<file path="src/rtl/pacote_processador.sv">
// Shared definitions for the instruction fetch slice: word width, reset PC and FIFO entry type.
package pacote_processador;

    localparam int LARGURA_PALAVRA = 32;
    localparam logic [LARGURA_PALAVRA-1:0] PC_INICIAL_PADRAO = 32'h0000_0000;

    // Wide enough to count 0..8 entries or in-flight requests
    localparam int LARGURA_CONTADOR = 4;

    typedef logic [LARGURA_PALAVRA-1:0] palavra_t;

    typedef struct packed {
        palavra_t instrucao;
        palavra_t endereco;
    } entrada_fifo_t;

endpackage

</file>
<file path="src/rtl/fifo_instrucao.sv">
// Prefetch FIFO holding fetched instructions with their word addresses; supports flush and push+pop when full.
module fifo_instrucao
    import pacote_processador::*;
#(
    parameter int  PROFUNDIDADE = 2,
    parameter type T_ENTRADA    = entrada_fifo_t
) (
    input  logic                        clock,
    input  logic                        reset_n,
    input  logic                        limpa,
    input  logic                        escreve,
    input  logic                        le,
    input  T_ENTRADA                    dado_escrita,
    output T_ENTRADA                    cabeca,
    output logic                        vazia,
    output logic [LARGURA_CONTADOR-1:0] contagem
);

    localparam int LARG_IDX = $clog2(PROFUNDIDADE);
    localparam logic [LARG_IDX-1:0] ULTIMO = LARG_IDX'(PROFUNDIDADE - 1);
    localparam logic [LARGURA_CONTADOR-1:0] CHEIO = LARGURA_CONTADOR'(PROFUNDIDADE);

    T_ENTRADA               memoria [PROFUNDIDADE];
    logic [LARG_IDX-1:0]    ptr_leitura;
    logic [LARG_IDX-1:0]    ptr_escrita;
    logic                   cheia;
    logic                   escrita_ok;
    logic                   leitura_ok;

    function automatic logic [LARG_IDX-1:0] avanca(input logic [LARG_IDX-1:0] p);
        return (p == ULTIMO) ? '0 : p + 1'b1;
    endfunction

    assign vazia      = (contagem == '0);
    assign cheia      = (contagem == CHEIO);
    assign leitura_ok = le && !vazia;
    assign escrita_ok = escreve && (!cheia || le);
    assign cabeca     = vazia ? '0 : memoria[ptr_leitura];

    // Storage array: written on an accepted push, no reset needed since reads are gated by vazia
    always_ff @(posedge clock) begin
        if (escrita_ok && !limpa) begin
            memoria[ptr_escrita] <= dado_escrita;
        end
    end

    // Pointers and occupancy; flush empties the queue in one cycle
    always_ff @(posedge clock or negedge reset_n) begin
        if (!reset_n) begin
            ptr_leitura <= '0;
            ptr_escrita <= '0;
            contagem    <= '0;
        end else if (limpa) begin
            ptr_leitura <= '0;
            ptr_escrita <= '0;
            contagem    <= '0;
        end else begin
            if (escrita_ok) begin
                ptr_escrita <= avanca(ptr_escrita);
            end
            if (leitura_ok) begin
                ptr_leitura <= avanca(ptr_leitura);
            end
            contagem <= contagem + LARGURA_CONTADOR'(escrita_ok) - LARGURA_CONTADOR'(leitura_ok);
        end
    end

    // A push into a full FIFO without a matching pop would lose an instruction
    assert property (@(posedge clock) disable iff (!reset_n) !(escreve && !limpa && cheia && !le));

endmodule

</file>
<file path="src/rtl/busca_instrucao.sv">
// Instruction fetch stage: word-addressed PC, credit-limited requests, redirect with discard of stale responses.
module busca_instrucao
    import pacote_processador::*;
#(
    parameter int       PROFUNDIDADE = 2,
    parameter palavra_t PC_INICIAL   = PC_INICIAL_PADRAO
) (
    input  logic     clock,
    input  logic     reset_n,
    output logic     mem_req_valid,
    input  logic     mem_req_ready,
    output palavra_t mem_endereco,
    input  logic     mem_resp_valid,
    input  palavra_t mem_resp_dado,
    output palavra_t instrucao,
    output palavra_t endereco,
    output logic     saida_valida,
    input  logic     consome,
    input  logic     desvio,
    input  palavra_t alvo_desvio
);

    localparam logic [LARGURA_CONTADOR:0] LIMITE = (LARGURA_CONTADOR + 1)'(PROFUNDIDADE);

    palavra_t                    pc;
    palavra_t                    endereco_resposta;
    logic                        ativo;
    logic [LARGURA_CONTADOR-1:0] em_voo;
    logic [LARGURA_CONTADOR-1:0] em_voo_prox;
    logic [LARGURA_CONTADOR-1:0] descarte;
    logic [LARGURA_CONTADOR-1:0] fifo_count;
    logic                        aceito;
    logic                        grava;
    logic                        fifo_vazia;
    entrada_fifo_t               entrada;
    entrada_fifo_t               cabeca;

    // Requests only while FIFO slots plus outstanding requests leave room; ativo holds them off until after reset
    assign mem_req_valid = ativo && (({1'b0, fifo_count} + {1'b0, em_voo}) < LIMITE);
    assign mem_endereco  = pc;
    assign aceito        = mem_req_valid && mem_req_ready;
    assign em_voo_prox   = em_voo + LARGURA_CONTADOR'(aceito) - LARGURA_CONTADOR'(mem_resp_valid);

    // Responses are kept only when nothing is pending discard and no redirect happens this cycle
    assign grava = mem_resp_valid && (descarte == '0) && !desvio;

    assign entrada.instrucao = mem_resp_dado;
    assign entrada.endereco  = endereco_resposta;

    assign saida_valida = !fifo_vazia;
    assign instrucao    = cabeca.instrucao;
    assign endereco     = cabeca.endereco;

    // PC, credit and discard bookkeeping; the next kept response always belongs to endereco_resposta
    always_ff @(posedge clock or negedge reset_n) begin
        if (!reset_n) begin
            pc                <= PC_INICIAL;
            endereco_resposta <= PC_INICIAL;
            ativo             <= 1'b0;
            em_voo            <= '0;
            descarte          <= '0;
        end else begin
            ativo  <= 1'b1;
            em_voo <= em_voo_prox;
            if (desvio) begin
                pc                <= alvo_desvio;
                endereco_resposta <= alvo_desvio;
                descarte          <= em_voo_prox;
            end else begin
                if (aceito) begin
                    pc <= pc + 32'd1;
                end
                if (grava) begin
                    endereco_resposta <= endereco_resposta + 32'd1;
                end
                if (mem_resp_valid && (descarte != '0)) begin
                    descarte <= descarte - 1'b1;
                end
            end
        end
    end

    fifo_instrucao #(
        .PROFUNDIDADE (PROFUNDIDADE),
        .T_ENTRADA    (entrada_fifo_t)
    ) u_fifo (
        .clock        (clock),
        .reset_n      (reset_n),
        .limpa        (desvio),
        .escreve      (grava),
        .le           (consome),
        .dado_escrita (entrada),
        .cabeca       (cabeca),
        .vazia        (fifo_vazia),
        .contagem     (fifo_count)
    );

endmodule

</file>
<file path="config.mk">
export PLATFORM = sky130hd
export DESIGN_NAME = busca_instrucao
export DESIGN_NICKNAME = d
export VERILOG_FILES = /design/src/rtl/pacote_processador.sv /design/src/rtl/fifo_instrucao.sv /design/src/rtl/busca_instrucao.sv
export SDC_FILE = /design/constraint.sdc
export NUM_CORES = 1
export LEC_CHECK = 0
export ABC_AREA = 1
export CAP_MARGIN = 20
export CORE_MARGIN = 2
export CORE_UTILIZATION = 49
export CTS_CLUSTER_DIAMETER = 30
export DETAILED_ROUTE_END_ITERATION = 12
export GPL_ROUTABILITY_DRIVEN = 0
export GPL_TIMING_DRIVEN = 0
export PLACE_DENSITY = 0.77
export SYNTH_ARGS = -nofsm -noshare
export SYNTH_HDL_FRONTEND = slang
export SYNTH_SLANG_ARGS = --single-unit
</file>
<file path="constraint.sdc">
create_clock -name clock -period 6.15 [get_ports clock]
set_clock_uncertainty 0.1 [all_clocks]
set_input_delay 0.9225 -clock clock [delete_from_list [all_inputs] [get_ports clock]]
set_output_delay 0.9225 -clock clock [all_outputs]
set_load 0.03 [all_outputs]
</file>
# Yosys cells after proc, flatten, opt, wreduce, memory -nomap -nowiden
# Memory sizes are Yosys's and may differ from the RTL's.
# Index checks and enable logic that the tools add are counted.
[word_totals] mem_bits_ro=0 ram_bits=128 out_inout_bits=98 latchBits=0 regBits=79 memories=1 in_bits=70
[classes] mul=0 div=0 n_bitwise=0 shift=0 muxes=16 n_addsub=10 n_lt_le_gt_ge=1 reduce_logical=20 eq_ne=1
[mem_list] memory="u_fifo.memoria" words=2 width=64 rd=1 rd_ports_with_merged_regs=0 write_ports=1 line_no="fifo_instrucao.sv:23" text="T_ENTRADA memoria [PROFUNDIDADE];"
[op_table] operator="32-bit 2-to-1 mux" count=4
[op_table] operator="32-bit by 1-bit adder with 32-bit output (second input constant)" count=2
[op_table] operator="64-bit 2-to-1 mux" count=1
[op_table] operator="4-bit 2-to-1 mux" count=3
[op_table] operator="2-bit nonzero test" count=5
[op_table] operator="4-bit by 1-bit adder with 4-bit output" count=2
[op_table] operator="1-bit logical AND" count=8
[op_table] operator="4-bit logical NOT" count=2
[op_table] operator="1-bit 2-to-1 mux" count=8
[op_table] operator="4-bit by 1-bit subtractor with 4-bit output" count=2
[op_table] operator="4-bit by 4-bit adder with 5-bit output" count=1
[op_table] operator="5-bit by 2-bit < comparator with 1-bit output (second input constant)" count=1
[op_table] operator="4-bit by 2-bit equality test with 1-bit output (second input constant)" count=1
[op_table] operator="4-bit nonzero test" count=1
[op_table] operator="4-bit by 1-bit subtractor with 4-bit output (second input constant)" count=1
[op_table] operator="1-bit logical NOT" count=3
[op_table] operator="1-bit adder (second input constant)" count=2
[op_table] operator="1-bit logical OR" count=1

# Depth between registers and ports, before layout
[logic_depth] ltp_word=7 ltp_mapped=16 ltp_nobuf=16

# Modules after synthesis
# Synthesis repeated with hierarchy kept, for this count alone.
[hier_totals] cells_unflattened=1345 area_unflattened_um2=11010.6
[by_module_without_submodules] module="fifo_instrucao" instances=1 cells_each=518 area_each_um2=5677.9 seq_area_each_um2=3993.8
[by_module_without_submodules] module="busca_instrucao" instances=1 cells_each=827 area_each_um2=5332.6 seq_area_each_um2=1826.8

# Worst setup path after synthesis
# OpenSTA, ideal clock, no wires.
[synth_timing] kind="input port to flip-flop" start="input desvio" end="memory u_fifo.memoria[1][0] in the netlist's numbering, enable pin" path_buffers=1 arrival_time_ps=5748 setup_time_ps=565 cell_stages=4 required_ps=5485 slack_ps=-263 cell_sequence="buf_2 -> nor2_4 -> inv_1 -> nor3_1"
[synth_between] elab_chain_cells=6
[synth_lines] element="start, declared" line_no="busca_instrucao.sv:19" text="input logic desvio,"
[synth_lines] element="1-bit logical NOT (*)" line_no="fifo_instrucao.sv:42, busca_instrucao.sv:45"
[synth_lines] element="1-bit logical AND" line_no="busca_instrucao.sv:45" text="assign grava = mem_resp_valid && (descarte == '0) && !desvio;"
[synth_lines] element="1-bit logical AND" line_no="fifo_instrucao.sv:37" text="assign escrita_ok = escreve && (!cheia || le);"
[synth_lines] element="1-bit logical AND (*)" line_no="fifo_instrucao.sv:42" text="if (escrita_ok && !limpa) begin"
[synth_lines] element="1-bit 2-to-1 mux (*)" line_no="fifo_instrucao.sv:42"
[synth_lines] element="1-bit 2-to-1 mux (implied by the code) (*)" line_no="fifo_instrucao.sv:43" text="memoria[ptr_escrita] <= dado_escrita;"
[synth_lines] element="end, declared" line_no="fifo_instrucao.sv:23"
# Mark *: on every way between the ends. The rest lies on a longest branch, timed or not.

# Worst setup path after layout
[layout_timing] start="register u_fifo.contagem[1]" end="output mem_req_valid"
[layout_between] elab_chain_cells=3
[layout_lines] element="start, declared" line_no="fifo_instrucao.sv:16" text="output logic [LARGURA_CONTADOR-1:0] contagem"
[layout_lines] element="start signal, assigned" line_no="fifo_instrucao.sv:64" text="contagem <= contagem + LARGURA_CONTADOR'(escrita_ok) - LARGURA_CONTADOR'(leitura_ok);"
[layout_lines] element="4-bit by 4-bit adder with 5-bit output" line_no="busca_instrucao.sv:39" text="assign mem_req_valid = ativo && (({1'b0, fifo_count} + {1'b0, em_voo}) < LIMITE);"
[layout_lines] element="5-bit by 2-bit < comparator with 1-bit output" line_no="busca_instrucao.sv:39"
[layout_lines] element="1-bit logical AND" line_no="busca_instrucao.sv:39"
[layout_lines] element="end, declared" line_no="busca_instrucao.sv:10" text="output logic mem_req_valid,"
# Every way passes these cells.

==> impl_metrics.ini <==
[sta]
relSlewSlack_pct = 51.2
finalSetupViolations = 0
tightest_slew_ns = 0.730
max_freq_ghz = 0.268
maxSlewViolCount = 0
fin_crit_ns = 3.73
timing_hold_violations_final = 0
rsz0062_at_grt = false
fin_crit_sh_pct = 60.7

[setup_path]
cp_max_fo = 4
end_kind = output pin
worstPathRequired_ns = 5.13
worst-setup-path-type = flop to output pin
worstRegToRegCells = 14
reg2reg_slack_ns = 2.89
cp-start-kind = flop
critPathArrivalTime_ns = 2.71

[floorplanning]
io_pins = 168
start_util_pct = 49.9
die_area_um2 = 23400
rows = 54
die_x_um = 153
core_um2 = 21800
die_y_um = 153

[pwr]
power_density_nw_per_um2 = 440
leakagePower_nw = 6.57
max-vdd-ir-drop_v = 0.000209
power_mw = 6.30

[clock_network]
post-cts-setup-buffer-count = 0
cts_sinks = 207
postCtsHoldBufs = 0
ctsHtreeMaxLevel = 2
cts_inserted_buffers = 38
cts.repair.resized = 0
cts_tree = built
root_buffer = clkbuf_16
cts_buffer_depth = 3
clock_latency_ns = 0.50
clk_pin_slew_ns = 0.05

[global_routing]
grt_pass1_wl_um = 44700
grt_max_degree = 56
grt_overflow_total = 0
first_global_vias = 9070
antenna_found_initial = 0
grt_usage_pct = 23.7

[finish]
nNetsFinal = 1604
nFillCells = 1657
drive_above_1_share_pct = 8.89
fin_cells = 1821
mostFrequentLayoutCell = nand2_1
area_growth_syn_to_layout_pct = 32.0
final_cell_mix = nand2_1 (584), clkdlybuf4s50_1 (166), inv_1 (144)
antenna_cells = 0
utilization_pct = 65.9

[logic_synthesis]
synth_flop_cell = edfxtp_1
yosys_warnings = 0
async_reset_ff_share_pct = 38.2
synth-seq-cells = 207
synth-seq-area-share_pct = 53.6
syn_area_per_cell_um2 = 8.33
yosys.cell_types.count = 38
synth-edff-count = 128
yosys-top-cells-area = edfxtp_1 (35%), nand2_1 (20%), dfrtp_1 (18%)
yosys.area.top_type = edfxtp_1
synthDominantCellAreaShare_pct = 35.4
syn_nets = 1392
synthCells = 1303
synth_area_um2 = 10900

[flow_run]
cap_violations = 0

[route]
drt_pass1_iterations = 5
detail-route-antenna-nets = 0
viasPerCell = 5.09
wl_met3_um = 2230
wire_per_inst_um = 15.2
drt_iter0_drc = 648
wl_met2_um = 12800
drc = 0
wl_met1_um = 11800
vias = 9270
drt_wl_total_um = 27700
highest_layer = met4

[placed_design]
dp.cells = 1755
dp_hpwl_um = 20000
port_buffers = 167

[worst_hold_path]
hold_class = primary input to async pin

[outcome]
status = finished clean
-- flip-flops by register name, indices dropped and copies added (netlist names) --
signal,cells
descarte,4
u_fifo.ptr_escrita,1
u_fifo.contagem,4
em_voo,4
u_fifo.memoria,128
u_fifo.ptr_leitura,1
mem_endereco,32
ativo,1
endereco_resposta,32
-- synthesized netlist by cell type, types with 10 or more instances --
| library cell | n |
|---|---|
| inv_1 | 145 |
| nor2_4 | 12 |
| nand3b_1 | 15 |
| xor2_1 | 23 |
| ha_1 | 16 |
| nand2_1 | 584 |
| nor2_1 | 78 |
| o21ai_0 | 19 |
| a21oi_1 | 10 |
| edfxtp_1 | 128 |
| nand3_1 | 87 |
| buf_2 | 17 |
| nor2_2 | 12 |
| nand2_2 | 10 |
| dfrtp_1 | 79 |
-- critical path: stages (launching register included) --
cell	delay (ns)
dfrtp_1	0.41
inv_1	0.15
fa_1	0.52
inv_1	0.04
nor2_1	0.11
nand2_2	0.08
nor2_4	0.10
and2_1	0.13
clkdlybuf4s50_1	0.66
-- logic make-up after synthesis --
| family | synth area share, % |
|---|---|
| AOI/OAI and AO/OA | 2.20 |
| xor gates and xnor gates | 2.34 |
| adders and majority gates | 2.40 |
| buffers and inverters | 6.90 |
| DFF | 53.6 |
| other | 0.0345 |
| and+or+nand+nor | 32.5 |
-- final cells by class --
| class | instances | area [um2] | area share, % |
|---|---|---|---|
| well taps | 280 | 350 | 2.44 |
| flip-flops and latches | 207 | 5820 | 40.6 |
| clock inverters | 24 | 314 | 2.19 |
| plain buffers | 37 | 198 | 1.38 |
| clock buffers | 42 | 997 | 6.96 |
| repair buffers | 172 | 1800 | 12.6 |
| inverters | 147 | 552 | 3.85 |
| multi-input cells | 912 | 4300 | 30.0 |
-- report_power, final --
| part | total, mW | internal (mW) | switching (mW) | leakage [nW] |
|---|---|---|---|---|
| combinational | 2.35 | 0.884 | 1.46 | 3.81 |
| clock | 2.13 | 1.46 | 0.675 | 0.641 |
| sequential | 1.82 | 1.64 | 0.176 | 2.12 |
| total | 6.30 | 3.98 | 2.32 | 6.57 |
-- routing by layer --
layer  up-vias  track usage, %
li1       4539               -
met1      4271            31.1
met3        56            4.82
met5         -               0
met2       404            39.0
met4         0            9.17
-- stage by stage --
| step | instance area (um2) | setup WS [ns] | TNS (ns) | hold WS (ns) |
|---|---|---|---|---|
| 6_report | 14300 | 2.42 | 0 | 0.235 |
| 3_5_place_dp | 13000 | 2.43 | 0 | 0.421 |
| 2_1_floorplan | 10900 | 1.72 | 0 | 0.370 |
| 5_1_grt | 14300 | 2.23 | 0 | 0.250 |
| 4_1_cts | 14300 | 2.37 | 0 | 0.240 |
| 3_3_place_gp | 12900 | -0.142 | -8.81 | 0.407 |
-- path summary, 6_finish.rpt --
| check | from | to |
|---|---|---|
| setup / recovery | u_fifo.contagem[1] | mem_req_valid |
| hold / removal | reset_n | mem_endereco[18] |
| setup reg to reg | u_fifo.contagem[1] | descarte[2] |
| hold reg to reg | endereco_resposta[0] | u_fifo.memoria[0][0] |
| max in group asynchronous | reset_n | u_fifo.contagem[2] |
| min in group clock | endereco_resposta[0] | u_fifo.memoria[0][0] |
Power figures use the tool's default switching activity.
